**config.mk**
```make
export PLATFORM = sky130hd
export DESIGN_NAME = pc_sequencer
export DESIGN_NICKNAME = d
export VERILOG_FILES = /design/src/rtl/pc_sequencer.sv
export SDC_FILE = /design/constraint.sdc
export NUM_CORES = 1
export LEC_CHECK = 0
export ABC_AREA = 0
export CAP_MARGIN = 25
export CORE_AREA = 2 2 96 52
export CTS_BUF_LIST = sky130_fd_sc_hd__clkbuf_4 sky130_fd_sc_hd__clkbuf_8 sky130_fd_sc_hd__clkbuf_16
export DETAILED_ROUTE_END_ITERATION = 8
export DIE_AREA = 0 0 98 54
export HOLD_SLACK_MARGIN = 0.06
export PLACE_DENSITY = 0.56
export SYNTH_ARGS = -nofsm -noshare
export SYNTH_HDL_FRONTEND = slang
export SYNTH_SLANG_ARGS = --single-unit
```
**constraint.sdc**
```tcl
create_clock -name clk -period 2.6 [get_ports clk]
set_input_delay 0.78 -clock clk [delete_from_list [all_inputs] [get_ports clk]]
set_output_delay 0.78 -clock clk [all_outputs]
set_load 0.02 [all_outputs]
```
**src/rtl/pc_sequencer.sv**
```systemverilog
// Program-counter / control-flow sequencer driving a small return-address stack.
// Optional PC_SEQ_FAULT_VECTOR_EN: stack over/underflow redirects to FAULT_VECTOR instead of stopping.
module pc_sequencer #(
  parameter int unsigned         PC_WIDTH     = 9,
  parameter int unsigned         STACK_DEPTH  = 2,
  parameter logic [PC_WIDTH-1:0] RESET_PC     = '0,
  parameter logic [PC_WIDTH-1:0] FAULT_VECTOR = 9'h1F0
) (
  input  logic                clk,
  input  logic                rst_n,
  input  logic                stall,
  input  logic                halt,
  input  logic                resume,
  input  logic                jmp,
  input  logic                br_taken,
  input  logic                call,
  input  logic                ret,
  input  logic [PC_WIDTH-1:0] target,
  input  logic [PC_WIDTH-1:0] stack_top,
  output logic                stack_push,
  output logic                stack_pop,
  output logic [PC_WIDTH-1:0] stack_in,
  output logic [PC_WIDTH-1:0] pc,
  output logic                pc_valid,
  output logic [1:0]          depth,
  output logic                fault
);

  typedef enum logic [1:0] {StIdle, StRun, StHalt, StFault} state_e;

  localparam logic [1:0] DepthMax = 2'(STACK_DEPTH);

  state_e              state_q, state_d;
  logic [PC_WIDTH-1:0] pc_q, pc_d;
  logic [1:0]          depth_q, depth_d;
  logic                fault_q, fault_d;
  logic                stack_err;
  logic [PC_WIDTH-1:0] pc_inc;

  assign pc_inc   = pc_q + PC_WIDTH'(1);
  assign stack_in = pc_inc;
  assign pc       = pc_q;
  assign depth    = depth_q;
  assign fault    = fault_q;
  assign pc_valid = (state_q == StRun);

  always_ff @(posedge clk or negedge rst_n) begin
    if (!rst_n) begin
      state_q <= StIdle;
      pc_q    <= RESET_PC;
      depth_q <= 2'd0;
      fault_q <= 1'b0;
    end else begin
      state_q <= state_d;
      pc_q    <= pc_d;
      depth_q <= depth_d;
      fault_q <= fault_d;
    end
  end

  always_comb begin
    state_d    = state_q;
    pc_d       = pc_q;
    depth_d    = depth_q;
    fault_d    = fault_q;
    stack_push = 1'b0;
    stack_pop  = 1'b0;
    stack_err  = 1'b0;

    case (state_q)
      StIdle: state_d = StRun;
      StRun: begin
        if (!stall) begin
          if (halt) begin
            state_d = StHalt;
          end else if (ret) begin
            // ret outranks call; a simultaneous call is dropped entirely.
            if (depth_q == 2'd0) begin
              stack_err = 1'b1;
            end else begin
              pc_d      = stack_top;
              stack_pop = 1'b1;
              depth_d   = depth_q - 2'd1;
            end
          end else if (call) begin
            if (depth_q == DepthMax) begin
              stack_err = 1'b1;
            end else begin
              pc_d       = target;
              stack_push = 1'b1;
              depth_d    = depth_q + 2'd1;
            end
          end else if (jmp || br_taken) begin
            pc_d = target;
          end else begin
            pc_d = pc_inc;
          end
        end
      end
      StHalt: begin
        if (!stall && resume) state_d = StRun;
      end
      StFault: state_d = StFault;
      default: state_d = StIdle;
    endcase

    // Offending push/pop is already suppressed above; only the recovery differs.
    if (stack_err) begin
      fault_d = 1'b1;
`ifdef PC_SEQ_FAULT_VECTOR_EN
      pc_d    = FAULT_VECTOR;
      depth_d = 2'd0;
`else
      state_d = StFault;
`endif
    end
  end

`ifndef PC_SEQ_FAULT_VECTOR_EN
  logic [PC_WIDTH-1:0] unused_fault_vector;
  assign unused_fault_vector = FAULT_VECTOR;
`endif

endmodule

```
== After elaboration in Yosys (flattened, before gate mapping) ==
Index checks and enable logic that the tools add are counted.

* Word-level logic and storage cells: 60
* ROM bits: 0
* Memories: 0
* Flip-flop bits (word level): 14
* Bits in latches: 0
* Output and inout bits: 24
* RAM bits: 0
* Input bits: 27

* Div/mod/pow operators: 0
* Add/sub/neg operators: 3
* Reduce and logical (&&, ||, !) cells: 9
* $lt $le $gt $ge: 0
* Eq/ne operators: 10
* Shift-type cells: 0
* Mux-type cells: 32
* Bitwise operators: 2
* Multiply operators: 0

{| class="wikitable"
|+ Operator list
! cell !! count
|-
| 2-to-1 mux 9 bit || 5
|-
| 2-to-1 mux 1 bit || 18
|-
| 2-to-1 mux 2 bit || 8
|-
| adder 9 x 1 -> 9 bit, second input constant || 1
|-
| case mux 2 bit (4 select lines) || 1
|-
| == test 2 bit, second input constant || 3
|-
| inequality test 3 x 2 -> 1 bit, second input constant || 2
|-
| inequality test 3 bit, second input constant || 2
|-
| AND reduction 6 bit || 1
|-
| AND reduction 5 bit || 1
|-
| zero test 2 bit || 2
|-
| inequality test 2 bit, second input constant || 2
|-
| AND reduction 3 bit || 1
|-
| adder 2 x 1 -> 2 bit, second input constant || 1
|-
| == test 2 x 1 -> 1 bit, second input constant || 1
|-
| inverter 1 bit || 2
|-
| nonzero test 2 bit || 1
|-
| subtractor 2 x 1 -> 2 bit, second input constant || 1
|-
| logical AND 1 bit || 1
|-
| zero test 1 bit || 1
|-
| logical OR 1 bit || 1
|}

== Longest topological paths before layout ==
Gate-level depths: netlist of the first run.

* Depth after elaboration: 9
* Gate-level depth with buffers: 7
* Gate-level depth less buffers: 5

== Worst setup path after synthesis of the first run ==
No wires, ideal clock.

* Path type: input to output
* Start: input port halt
* End: output port stack_pop
* Data required time: 1.820 ns
* Stages on the path: 4
* Arrival time: 1.837 ns
* Path buffers: 1
* Path slack: -0.017 ns
* Path through: nor4b_4 clkbuf_1 nand2_1 nor2_1

* Cells in the longest elaborated chain, start to end: 3

{| class="wikitable"
|+ Ends and longest elaborated chain
! item !! RTL line !! text
|-
| start, declared || 12 || <nowiki>input logic halt,</nowiki>
|-
| 2-to-1 mux 1 bit || 74 || <nowiki>if (halt) begin</nowiki>
|-
| 2-to-1 mux 1 bit || 73 || <nowiki>if (!stall) begin</nowiki>
|-
| 2-to-1 mux 1 bit || 70 || <nowiki>case (state_q)</nowiki>
|-
| end, declared || 21 || <nowiki>output logic stack_pop,</nowiki>
|}

No other way between the ends.

== Final worst setup path of the first run ==
* Start: input port ret
* End: output port stack_push

* Cells in the longest elaborated chain, start to end: 4

{| class="wikitable"
|+ Ends and longest elaborated chain
! item !! RTL line !! text
|-
| start, declared || 17 || <nowiki>input logic ret,</nowiki>
|-
| 2-to-1 mux 1 bit || 76 || <nowiki>end else if (ret) begin</nowiki>
|-
| 2-to-1 mux 1 bit || 74 ||
|-
| 2-to-1 mux 1 bit || 73 ||
|-
| 2-to-1 mux 1 bit || 70 ||
|-
| end, declared || 20 || <nowiki>output logic stack_push,</nowiki>
|}

No other way between the ends.

==> metrics, run 1 <==
area of the die=0.005292 mm2; Synth top area share=0.3263; clk_skew=0.6439 ps; post-synth cell types=37; power per standard cell area=889.6 mW/mm2; TritonCTS clock tree=built; placed cell count=250; hold-fix buffers at CTS=0; initial antenna violation count=0; Setup Viol. Count Final=0; # port buffers=50; Clock Tree Root=clkbuf_8; Max stage delay on crit path=480 ps; GRT Util Overall=0.1450; worst vdd ir=0.5402 mV; worst skew pair latency=250 ps; Max-Cap Viols=0; final non-filler cell total=254; Vias=1168; Mapped Area=0.001074 mm2; fmax=0.3937 GHz; EDFF count, synth=0; wire per inst=13.88 um; final worst path period share=0.9769; leakage=0.7599 nW; Core Util, Final=0.3914; HP Class=reg2reg; CTS clk-pin slew, worst paths=60 ps; Routed Antenna Nets=0; IO Count=51; drt drc=0; Mapped Cells=129; Worst Path Buf+Inv=2; vias in the first global route=1117; WHS=458.9 ps; CP delay by family, top=buffers and inverters; pin count of the biggest net entering global routing=26; crit path max-delay cell type=clkdlybuf4s50_1; TritonCTS Buffers=3; synth top area cells=dfrtp_1 (33%), nand2_1 (6.3%), o21ai_0 (4.2%); critical path endpoint category=output port; Synth Net Count=157; DR iter-0 viols=60; status=finished, final reports clean; final count of pins violating max slew=0; YS warnings=0; #FFs+latches synth=14; die width=98 um; Core Rows=18; drt pass-1 iters=4; nature of the critical path startpoint=input pin; n_diodes=0; post-synthesis area per instance=8.322 um2; DP HPWL=2720 um; RSZ-0062 raised after global routing=false; starting density of the core=0.2348; arrival time at the worst endpoint=1760 ps; leading area contributor after synthesis=dfrtp_1; most common flop cell mapped by yosys=dfrtp_1; Overflow after GRT=0; Die Ht=54 um; Worst-Margin Slew=653.1 ps; layout cell share with drive strength beyond 1=0.1959; ys async rst share=1.000; first-pass GRT wire length=5816 um; CP Cell Sequence=clkdlybuf4s50_1 -> nand3b_1 -> a21oi_2 -> buf_6; routed wire length=3526 um; Clock Path Buffers=2; Sink Count=14; Relative slew margins=0.5632; critical path class=in2out; # H-tree levels=1; crit path max fanout=4; endpoints failing hold=0; Layout area overhead=66.67%; DR vias/cell=4.598; Final #Nets=224; Worst EP required=1820 ps; final RePlAce weighted congestion=0.8115; post-route minimum period=2540 ps; core region area=0.004572 mm2; sequential area share after synthesis=0.3263; # fillers=492
==> Yosys cell counts (3+ instances only) <==
master,instances
o211ai_1,4
or3_1,4
o21ai_0,9
inv_1,6
a21oi_1,8
xnor2_1,3
nand2b_1,3
nand3_1,7
dfrtp_1,14
a21o_1,3
clkbuf_1,4
a31oi_1,5
nand2_1,18
nor2_1,7
nor3_1,3
==> per-stage QoR <==
stage                     setup slack [ps]  instance area [um2]  power, mW  TNS, ps
after floorplan                      51.25                 1076     0.8941        0
after global placement              -681.6                 1747      1.459    -1340
after detailed placement            -694.7                 1747      1.454    -1366
after CTS                           0.3220                 1792      1.608        0
after global routing                 15.62                 1789      1.703        0
final                                60.06                 1789      1.592        0
==> where the power goes <==
part / switching (mW) / total, mW / internal, mW / leakage (nW)
combinational: 0.520 / 1.02 / 0.496 / 0.582
sequential: 0.0930 / 0.394 / 0.301 / 0.156
clock: 0.0790 / 0.182 / 0.103 / 0.0216
==> logic make-up (layout without fill, tap and decap cells) <==
kind of cell               count (synthesis)  after routing  share of synthesized area
xor gates and xnor gates                   5              5                    0.04080
AOI/OAI and AO/OA                         37             37                     0.2249
adders and majority gates                  1              1                    0.01165
muxes                                      4              4                    0.04662
DFF                                       14             14                     0.3263
buffers and inverters                     14             79                    0.06526
and+or+nand+nor                           54             54                     0.2844
==> layout make-up <==
type | count | area (um2) | share of cell area
Clock buffer | 3 | 41.29 | 0.02308
Inverter | 6 | 22.52 | 0.01259
Multi-Input combinational cell | 101 | 669.4 | 0.3741
Sequential cell | 14 | 350.3 | 0.1958
Tap cell | 60 | 75.07 | 0.04196
Timing Repair Buffer | 70 | 630.6 | 0.3524
==> registers in the layout, summed over array words and instances, names as in the netlist <==
| register | cells |
|---|---|
| pc | 9 |
| depth | 2 |
| state_q | 2 |
| fault | 1 |
==> layout by cell type, fill, tap and decap left out, types with 3 or more instances in the layout <==
cell             count
nor2_1               6
nor3_2               3
nand3_1              7
nand2_1             18
xnor2_1              3
inv_1                6
a21oi_1              7
buf_4               21
dfrtp_1             14
a21o_1               3
dlygate4sd2_1        5
clkdlybuf4s50_1     39
or3_1                4
o21ai_0              8
nand2b_1             3
clkbuf_8             3
o211ai_1             4
clkbuf_2             3
a31oi_1              5
==> worst reg2reg max path: stages (launching register included) <==
cell and delay, ps:
dfrtp_1 420, nor4b_4 270, buf_4 170, buf_4 110
buf_4 180, and2_4 220, mux2_4 300
==> layer usage <==
| metal | vias to the layer above | track usage | share of wire |
|---|---|---|---|
| met3 | 4 | 0.04545 | 0.067 |
| met2 | 45 | 0.1712 | 0.35 |
| met5 | - | 0 | 0 |
| met4 | 0 | 0.02778 | 0.0079 |
| met1 | 519 | 0.2372 | 0.58 |
| li1 | 600 | - | - |
==> repair_timing <==
item                                   CTS  global route
resized for setup                       21             9
endpoints found under the hold margin    0             0
setup endpoints to repair                8             4
setup buffers                            1             0
pin swaps                                0             0
==> worst paths after layout <==
check                        endpoint  slack (ps)        from  depth (start not counted)
max in group asynchronous       fault        1250       rst_n                          1
max                        stack_push          60         ret                          4
min reg2reg                     fault         460       fault                          1
min in group asynchronous  state_q[0]         930       rst_n                          1
max reg2reg                     pc[2]         820  state_q[1]                          6
min                             fault         460       fault                          1
Power figures use the tool's default switching activity.
==> run 2, diff against run 1 <==
--- a/config.mk
+++ b/config.mk
@@ -8,7 +8,6 @@
 export ABC_AREA = 0
 export CAP_MARGIN = 25
 export CORE_AREA = 2 2 96 52
-export CTS_BUF_LIST = sky130_fd_sc_hd__clkbuf_4 sky130_fd_sc_hd__clkbuf_8 sky130_fd_sc_hd__clkbuf_16
 export DETAILED_ROUTE_END_ITERATION = 8
 export DIE_AREA = 0 0 98 54
 export HOLD_SLACK_MARGIN = 0.06
==> results of run 2 <==
Same layout as run 1: the final DEF is identical, and so are final timing and power.
